--- src/rtl/round_counter_if.sv ---
// Control and status bundle for round_counter: the master drives the run controls
// and the slave reports the count, run state and terminal events.
interface round_counter_if #(
    parameter int unsigned WIDTH  = 6,
    parameter int unsigned WRAP_W = 8
);
    logic              enable;
    logic              start;
    logic              abort;
    logic              load;
    logic [WIDTH-1:0]  load_value;
    logic [WIDTH-1:0]  q;
    logic              busy;
    logic              tc;
    logic              done;
    logic [WRAP_W-1:0] wraps;

    modport master (
        output enable, start, abort, load, load_value,
        input  q, busy, tc, done, wraps
    );

    modport slave (
        input  enable, start, abort, load, load_value,
        output q, busy, tc, done, wraps
    );
endinterface

--- src/rtl/round_counter.sv ---
// Parametrised round/step counter with one-shot or free-running terminal behaviour,
// start/abort/load control, a one-cycle done pulse and a wrap counter.
module round_counter #(
    parameter int unsigned WIDTH    = 6,
    parameter int unsigned LAST     = 63,
    parameter int unsigned STEP     = 1,
    parameter bit          FREE_RUN = 1'b0,
    parameter int unsigned WRAP_W   = 8
) (
    input logic           clock,
    input logic           reset,
    round_counter_if.slave bus
);
    typedef enum logic [0:0] {StIdle, StRun} state_e;

    localparam logic [WIDTH-1:0] LastW   = WIDTH'(LAST);
    localparam logic [WIDTH:0]   LastExt = (WIDTH + 1)'(LAST);
    localparam logic [WIDTH:0]   StepExt = (WIDTH + 1)'(STEP);

    state_e            state_q, state_d;
    logic [WIDTH-1:0]  q_q, q_d;
    logic [WRAP_W-1:0] wraps_q, wraps_d;
    logic              done_q, done_d;
    logic [WIDTH:0]    nxt;
    logic [WIDTH-1:0]  load_clamped;

    assign load_clamped = (bus.load_value > LastW) ? LastW : bus.load_value;

    always_comb begin
        state_d = state_q;
        q_d     = q_q;
        wraps_d = wraps_q;
        done_d  = 1'b0;
        // One extra bit so a step past LAST is seen rather than wrapping silently.
        nxt     = {1'b0, q_q} + StepExt;
        if (bus.load) begin
            // Load owns q; a concurrent abort/start only moves the state.
            q_d = load_clamped;
            if (bus.abort) begin
                state_d = StIdle;
            end else if (bus.start && state_q == StIdle) begin
                state_d = StRun;
            end
        end else if (bus.abort) begin
            state_d = StIdle;
        end else if (state_q == StIdle) begin
            if (bus.start) begin
                state_d = StRun;
                q_d     = '0;
                wraps_d = '0;
            end
        end else if (bus.enable) begin
            if (nxt <= LastExt) begin
                q_d = nxt[WIDTH-1:0];
            end else begin
                done_d  = 1'b1;
                wraps_d = wraps_q + WRAP_W'(1);
                if (FREE_RUN) begin
                    q_d = '0;
                end else begin
                    q_d     = LastW;
                    state_d = StIdle;
                end
            end
        end
    end

    always_ff @(posedge clock) begin
        if (!reset) begin
            state_q <= StIdle;
            q_q     <= '0;
            wraps_q <= '0;
            done_q  <= 1'b0;
        end else begin
            state_q <= state_d;
            q_q     <= q_d;
            wraps_q <= wraps_d;
            done_q  <= done_d;
        end
    end

    assign bus.q     = q_q;
    assign bus.busy  = (state_q == StRun);
    assign bus.tc    = (q_q == LastW);
    assign bus.done  = done_q;
    assign bus.wraps = wraps_q;
endmodule

--- src/flat_wrapper.sv ---
// flat-port wrapper written by rule: the top's interface ports become plain ports
module round_counter_flat 
#(
    parameter int unsigned WIDTH    = 6,
    parameter int unsigned LAST     = 63,
    parameter int unsigned STEP     = 1,
    parameter bit          FREE_RUN = 1'b0,
    parameter int unsigned WRAP_W   = 8
)
  (clock, reset, bus_enable, bus_start, bus_abort, bus_load, bus_load_value, bus_q, bus_busy, bus_tc, bus_done, bus_wraps);
  round_counter_if #(.WIDTH(WIDTH), .WRAP_W(WRAP_W)) bus_i ();
  input logic clock;
  input logic reset;
  input wire logic [$bits(bus_i.enable)-1:0] bus_enable;
  input wire logic [$bits(bus_i.start)-1:0] bus_start;
  input wire logic [$bits(bus_i.abort)-1:0] bus_abort;
  input wire logic [$bits(bus_i.load)-1:0] bus_load;
  input wire logic [$bits(bus_i.load_value)-1:0] bus_load_value;
  output wire logic [$bits(bus_i.q)-1:0] bus_q;
  output wire logic [$bits(bus_i.busy)-1:0] bus_busy;
  output wire logic [$bits(bus_i.tc)-1:0] bus_tc;
  output wire logic [$bits(bus_i.done)-1:0] bus_done;
  output wire logic [$bits(bus_i.wraps)-1:0] bus_wraps;
  assign bus_i.enable = bus_enable;
  assign bus_i.start = bus_start;
  assign bus_i.abort = bus_abort;
  assign bus_i.load = bus_load;
  assign bus_i.load_value = bus_load_value;
  assign bus_q = bus_i.q;
  assign bus_busy = bus_i.busy;
  assign bus_tc = bus_i.tc;
  assign bus_done = bus_i.done;
  assign bus_wraps = bus_i.wraps;
  round_counter #(.WIDTH(WIDTH), .LAST(LAST), .STEP(STEP), .FREE_RUN(FREE_RUN), .WRAP_W(WRAP_W)) u_core (.clock(clock), .reset(reset), .bus(bus_i));
endmodule
--- config.mk ---
export PLATFORM = sky130hd
export DESIGN_NAME = round_counter_flat
export DESIGN_NICKNAME = d
export VERILOG_FILES = /design/src/rtl/round_counter_if.sv /design/src/rtl/round_counter.sv /design/src/flat_wrapper.sv
export SDC_FILE = /design/constraint.sdc
export NUM_CORES = 1
export LEC_CHECK = 0
export CAP_MARGIN = 10
export CORE_MARGIN = 5
export CORE_UTILIZATION = 46
export CTS_CLUSTER_DIAMETER = 40
export DETAILED_ROUTE_END_ITERATION = 10
export MAX_ROUTING_LAYER = met4
export PLACE_DENSITY_LB_ADDON = 0.2
export RECOVER_POWER = 50
export SLEW_MARGIN = 25
export SYNTH_ARGS = -nofsm -noshare
export SYNTH_HDL_FRONTEND = slang
export SYNTH_SLANG_ARGS = --single-unit
--- constraint.sdc ---
create_clock -name clock -period 2.5 [get_ports clock]
set_input_delay 0.25 -clock clock [delete_from_list [all_inputs] [get_ports clock]]
set_output_delay 0.25 -clock clock [all_outputs]
set_load 0.05 [all_outputs]
==> results.md, run 1 <==
- Outcome: finished clean
- Flops & latches, synth: 16
- Post-Route Setup TNS: 0 ps
- Count of buffers inserted at the top-level ports: 28
- Count of endpoints failing setup in the final report: 0
- PostCTS Resize Cnt: 0
- Class of the tightest hold or removal check: reg -> reg
- CP Class: reg -> out
- Number of DRC markers in iteration 0: between 40 and 50
- Drt pass-1 iters: 4
- Peak ir drop on the vdd network: between 0.2 and 0.3 mV
- Static leakage: about 0.51 nW
- Cells after synthesis: around 110
- Skew-Pair Late Insertion Delay: between 200 and 300 ps
- Worst-margin pin slew: about 500 ps
- Routability cong.: a little under 0.9
- Post-Synthesis Net Count: between 100 and 150
- Overall die area: 3140 um^2
- Clock transition at the registers of the reported paths: 90 ps
- Number of vias per cell after detailed routing: roughly 5.8
- Final critical-path share of the clock period: 93.8%
- Number of routed nets with antenna violations: 0
- Layout overhead on the synthesized area: 33.1%
- Fraction of post-synthesis cell area in the top cell type by area: 32.9%
- Pin count of the biggest net entering global routing: 16
- Slack of the worst reg-to-reg path: about 300 ps
- Yosys synthesis warning count: 0
- Number of post-CTS setup repair buffers: 0
- Inserted Diodes: 0
- Residual overflow from global routing: 0
- Setup repair after global routing missed its margin: no
- Post-detailed-route wirelength per cell: roughly 14 um
- Post-Synthesis Mean Instance Area: approximately 8.7 um^2
- Worst setup skew after layout: 4.08 ps
- Kind of end point of the critical path: output pin
- Area inside the core boundary: ~2000 um^2
- Area contributors post-synth: sky130_fd_sc_hd__dfxtp_1, sky130_fd_sc_hd__o21a_1, sky130_fd_sc_hd__a22o_1
- Cell area after technology mapping: between 900 and 1000 um^2
- Deepest clock path buffer count: 2
- Arr. time, crit path: 2100 ps
- Total number of vias: ~960
- Effective utilization at floorplan: 49.2%
- Global-route wire length before repair: between 4000 and 5000 um
- H-Tree Level Count: 1
- Final count of hold timing violations: 0
- Antenna violations before repair: 0
- Fraction of registers with async set/reset: 0%
- Library cells used by synthesis: 40
- CTS tree: yes
- Clock root buffer: sky130_fd_sc_hd__clkbuf_4
- Fraction of the yosys area taken by sequential cells: between 30% and 40%
- Number of clock buffers inserted by TritonCTS: 3
- Y dimension of the die: 56.0 um
- Number of global-route vias before repair: 926
- Number of slew-limit violations in the final report: 0
- Power density over cell area: approximately 390 nW/um^2
- Peak clock frequency supported by timing: between 400 and 500 MHz
- Startpoint Class: register
- Cell type with the largest total area after synthesis: sky130_fd_sc_hd__dfxtp_1
- Total wire length: approximately 2300 um
- Number of fillers in the final layout: 188
- Die Width: 56.0 um
- Total power after layout: about 0.50 mW
- Overall Global Routing Usage: around 16%
- IO Pins: 29
- Critical Path Fanout Max: 9
- Total Nets Final: approximately 160
- HPWL reported at the end of detailed placement: ~1800 um
- Post-cts hold buffer count: 0
- Number of enable-type register cells in the synthesized netlist: 0
- Fraction of layout cells with a size suffix above 1: between 7 and 8%
- Clk sink count: 16
- Data required time at the worst endpoint: 2250 ps
- Number of cell rows: 16
- Reported max-cap violation count: 0
- Ys flop type: sky130_fd_sc_hd__dfxtp_1
- Worst slew slack as a fraction of its limit: 65.8%
- Tmin final: around 2300 ps
- Drt drc: 0
[critical path: stages, from the launching register on]
cell and delay [ps]:
sky130_fd_sc_hd__dfxtp_1 490, sky130_fd_sc_hd__ha_1 340, sky130_fd_sc_hd__nand2_1 80, sky130_fd_sc_hd__nor2_1 100
sky130_fd_sc_hd__clkdlybuf4s50_1 810
[logic make-up (layout without fill, tap and decap cells)]
group | count (synthesis) | count (layout) | share of synthesized area (%)
adder cells (fa/ha/maj) | 3 | 3 | 3.85
multiplexers | 1 | 1 | 1.16
buffers and inverters | 9 | 37 | 4.36
AND/OR/NAND/NOR | 47 | 47 | 28.9
XOR/XNOR | 5 | 5 | 4.49
flip-flops | 16 | 16 | 32.9
AO/OA/AOI/OAI | 31 | 31 | 24.4
[cells in the mapped netlist, types with 2 or more instances]
cell / n
sky130_fd_sc_hd__o2111ai_1: 3
sky130_fd_sc_hd__nand4_1: 3
sky130_fd_sc_hd__clkbuf_1: 4
sky130_fd_sc_hd__nand3_1: 6
sky130_fd_sc_hd__inv_1: 3
sky130_fd_sc_hd__a21oi_1: 8
sky130_fd_sc_hd__xor2_1: 4
sky130_fd_sc_hd__or3_1: 3
sky130_fd_sc_hd__and3_1: 3
sky130_fd_sc_hd__a2111o_1: 2
sky130_fd_sc_hd__a22o_1: 5
sky130_fd_sc_hd__nor2_1: 10
sky130_fd_sc_hd__nand2_1: 9
sky130_fd_sc_hd__ha_1: 3
sky130_fd_sc_hd__dfxtp_1: 16
sky130_fd_sc_hd__o21a_1: 6
[cell type report]
type	count	area [um^2]	area share, %
repair buffers	31	303	23.3
multi-input cells	87	607	46.8
well taps	27	33.8	2.60
flip-flops and latches	16	320	24.7
clock buffers	3	22.5	1.74
inverters	3	11.3	0.868
[final timing paths]
kind / start / to / cells past startpoint
setup / recovery: u_core.bus.q[0] / bus_tc / 4
hold / removal: u_core.bus.wraps[7] / u_core.bus.wraps[7] / 2
setup reg to reg: u_core.bus.q[0] / u_core.bus.wraps[6] / 7
hold reg to reg: u_core.bus.wraps[7] / u_core.bus.wraps[7] / 2
[routing by layer]
layer / vias up / wire length (um) / track usage (%)
met3: 2 / 154 / 2.32
met4: 0 / 8 / 6.78
li1: 479 / - / -
met1: 443 / 1020 / 20.7
met2: 39 / 1120 / 25.4
met5: - / 0 / -
[metrics by stage]
stage                     setup WS (ps)  cells  instance area (um^2)  hold slack (ps)  util [%]
final                               154    167                  1300              508      65.5
after global routing               22.2    167                  1300              550      65.5
after CTS                           148    167                  1300              519      65.7
after detailed placement            269    164                  1280              508      64.6
after global placement              321    164                  1280              482      64.6
after floorplan                     218    112                   975              326         -
[power breakdown]
group          total, mW  switching (mW)  internal, mW
Clock              0.133          0.0768        0.0558
Combinational     0.0953          0.0514        0.0439
Sequential         0.273          0.0124         0.261
[sequential cells by signal (all words and copies together), names as in the netlist]
register / count
u_core.bus.busy: 1
u_core.bus.q: 6
u_core.bus.wraps: 8
u_core.bus.done: 1
[placed cells by master, fill, tap and decap left out, types with 4 or more instances in the layout]
cell type,n
sky130_fd_sc_hd__nand3_1,7
sky130_fd_sc_hd__clkdlybuf4s50_1,15
sky130_fd_sc_hd__dlygate4sd3_1,13
sky130_fd_sc_hd__nand2_1,9
sky130_fd_sc_hd__nor2_1,10
sky130_fd_sc_hd__a22o_1,5
sky130_fd_sc_hd__o21a_1,6
sky130_fd_sc_hd__dfxtp_1,16
sky130_fd_sc_hd__a21oi_1,8
sky130_fd_sc_hd__xor2_1,4
(Power assumes the default switching activity.)
==> run 2, diff against run 1 <==
--- a/constraint.sdc
+++ b/constraint.sdc
@@ -3,2 +3,2 @@
 set_output_delay 0.25 -clock clock [all_outputs]
-set_load 0.05 [all_outputs]
+set_load 0.01 [all_outputs]
==> run 2 against run 1 <==
Clock skew about the same. Critical path depth is 3 higher. Via count is the same. Critical path type is now reg -> reg. Critical endpoint is now u_core.bus.wraps[6]. First-iteration DRC count unchanged. Highest routed layer unchanged. Flip-flop and latch count is the same. Sequential power about the same.
==> results.md, run 2 (synthesized netlist as in run 1, its figures left out) <==
- Total Nets Final: between 150 and 200
- Total wire length: approximately 2300 um
- CTS tree: yes
- Inserted Diodes: 0
- Count of buffers inserted at the top-level ports: 28
- Kind of end point of the critical path: register
- Drt drc: 0
- Critical Path Fanout Max: 9
- Number of post-CTS setup repair buffers: 0
- Number of routed nets with antenna violations: 0
- Critical-path cell list: inv_1, ha_1, a2bb2oi_1, nor4_4, nand3_2, a21oi_1, mux2_2
- IO Pins: 29
- Number of clock buffers inserted by TritonCTS: 3
- Tmin final: 2110 ps
- Drt pass-1 iters: 4
- Effective utilization at floorplan: 49.2%
- Overall die area: around 3100 um^2
- P_sw: ~0.12 mW
- Y dimension of the die: 56.0 um
- H-Tree Level Count: 1
- Place WS: between 200 and 300 ps
- Commonest non-fill, non-tap cells in the layout: sky130_fd_sc_hd__dlygate4sd3_1, sky130_fd_sc_hd__dfxtp_1, sky130_fd_sc_hd__clkdlybuf4s50_1
- Number of slew-limit violations in the final report: 0
- Arr. time, crit path: between 2000 and 2500 ps
- Post-Route Setup TNS: 0 ps
- Peak clock frequency supported by timing: around 470 MHz
- Fraction of layout cells with a size suffix above 1: under 10%
- Startpoint Class: register
- Flip-flop count of the largest register after layout: 8
- CP Class: reg -> reg
- Clk sink count: 16
- PostCTS Resize Cnt: 0
- Number of global-route vias before repair: approximately 930
- Antenna violations before repair: 0
- Switching part of the total: about 25%
- Power density over cell area: between 300 and 400 nW/um^2
- Overall Global Routing Usage: 16.2%
- Number of DRC markers in iteration 0: 42
- Peak ir drop on the vdd network: about 0.27 mV
- Routability cong.: roughly 0.87
- Final count of hold timing violations: 0
- Class of the tightest hold or removal check: reg -> reg
- Core utilization of the finished layout: 65.7%
- Final critical-path share of the clock period: 84.5%
- Static leakage: 0.521 nW
- Post-cts hold buffer count: 0
- Outcome: finished clean
- Residual overflow from global routing: 0
- Clock network power share: 27.5%
- Clock root buffer: sky130_fd_sc_hd__clkbuf_4
- Skew-Pair Late Insertion Delay: 280 ps
- Data required time at the worst endpoint: between 2000 and 3000 ps
- Number of fillers in the final layout: between 150 and 200
- Post-detailed-route wirelength per cell: about 14 um
- Slowest cell on crit path: sky130_fd_sc_hd__dfxtp_1
- Comb pwr share: between 10% and 20%
- Pin count of the biggest net entering global routing: 16
- Worst setup skew after layout: 4.08 ps
- Final setup margin: 387 ps
- Layout overhead on the synthesized area: 33.6%
- HPWL reported at the end of detailed placement: between 1500 and 2000 um
- Deepest clock path buffer count: 2
- Number of vias per cell after detailed routing: 5.77
- Internal Pwr Total: around 0.36 mW
- Worst slew slack as a fraction of its limit: between 70% and 80%
- Worst-margin pin slew: approximately 400 ps
- Reported max-cap violation count: 0
- Sequential cell fraction of total power: between 50 and 60%
- Area inside the core boundary: between 1500 and 2000 um^2
- Clock transition at the registers of the reported paths: ~90 ps
- Setup repair after global routing missed its margin: no
- Total number of vias: 963
- Number of cell rows: 16
- Longest individual stage delay on the worst path: between 400 and 500 ps
- Global-route wire length before repair: around 4000 um
- Die Width: ~56 um
- Count of endpoints failing setup in the final report: 0
## run 2: changes by cell type in the layout (fill, tap and decap cells not counted)
| cell | before | now |
|---|---|---|
| sky130_fd_sc_hd__nand3_1 | 7 | 6 |
| sky130_fd_sc_hd__nand3_2 | 0 | 1 |
| sky130_fd_sc_hd__clkdlybuf4s50_1 | 15 | 12 |
| sky130_fd_sc_hd__dlygate4sd3_1 | 13 | 16 |
## run 2: critical path: cells and delay by family (launching register included)
family / cells / cell delay (ps)
buffers and inverters: 1 / 80
flip-flops: 1 / 490
AND/OR/NAND/NOR: 2 / 410
AO/OA/AOI/OAI: 2 / 380
adder cells (fa/ha/maj): 1 / 320
multiplexers: 1 / 340
## run 2: through the flow
step                      std cells  instance area [um^2]  hold WS [ps]  power (mW)
after global placement          164                  1280           482       0.356
after detailed placement        164                  1280           508       0.358
after CTS                       167                  1300           519       0.488
after global routing            167                  1300           550       0.506
after floorplan                 112                   975           326       0.317
final                           167                  1300           508       0.482
## run 2: power groups by stage
stage	clock [mW]	combinational, mW	sequential (mW)
2_1_floorplan	0	0.0398	0.277
3_3_place_gp	0	0.0766	0.279
3_5_place_dp	0	0.0783	0.279
4_1_cts	0.136	0.0787	0.273
5_1_grt	0.148	0.0832	0.275
6_report	0.133	0.0764	0.273
## run 2: cell type report
| type | instances | area [um^2] | area share [%] |
|---|---|---|---|
| sequential | 16 | 320 | 24.6 |
| clock buffer | 3 | 22.5 | 1.73 |
| tap | 27 | 33.8 | 2.59 |
| timing repair buffer | 31 | 303 | 23.2 |
| inverter | 3 | 11.3 | 0.865 |
| multi-input combinational | 87 | 612 | 47.0 |
## run 2: worst paths after layout
path         cells past startpoint           startpoint                   to  slack [ps]
min reg2reg                      2  u_core.bus.wraps[7]  u_core.bus.wraps[7]         510
max reg2reg                      7      u_core.bus.q[0]  u_core.bus.wraps[6]         390
min                              2  u_core.bus.wraps[7]  u_core.bus.wraps[7]         510
max                              7      u_core.bus.q[0]  u_core.bus.wraps[6]         390
## run 2: routing by layer
metal	vias up	wire length [um]	track usage (%)
met5	-	0	-
met4	0	8	6.78
met3	2	154	2.32
met2	39	1120	25.4
met1	444	1020	20.7
li1	478	-	-
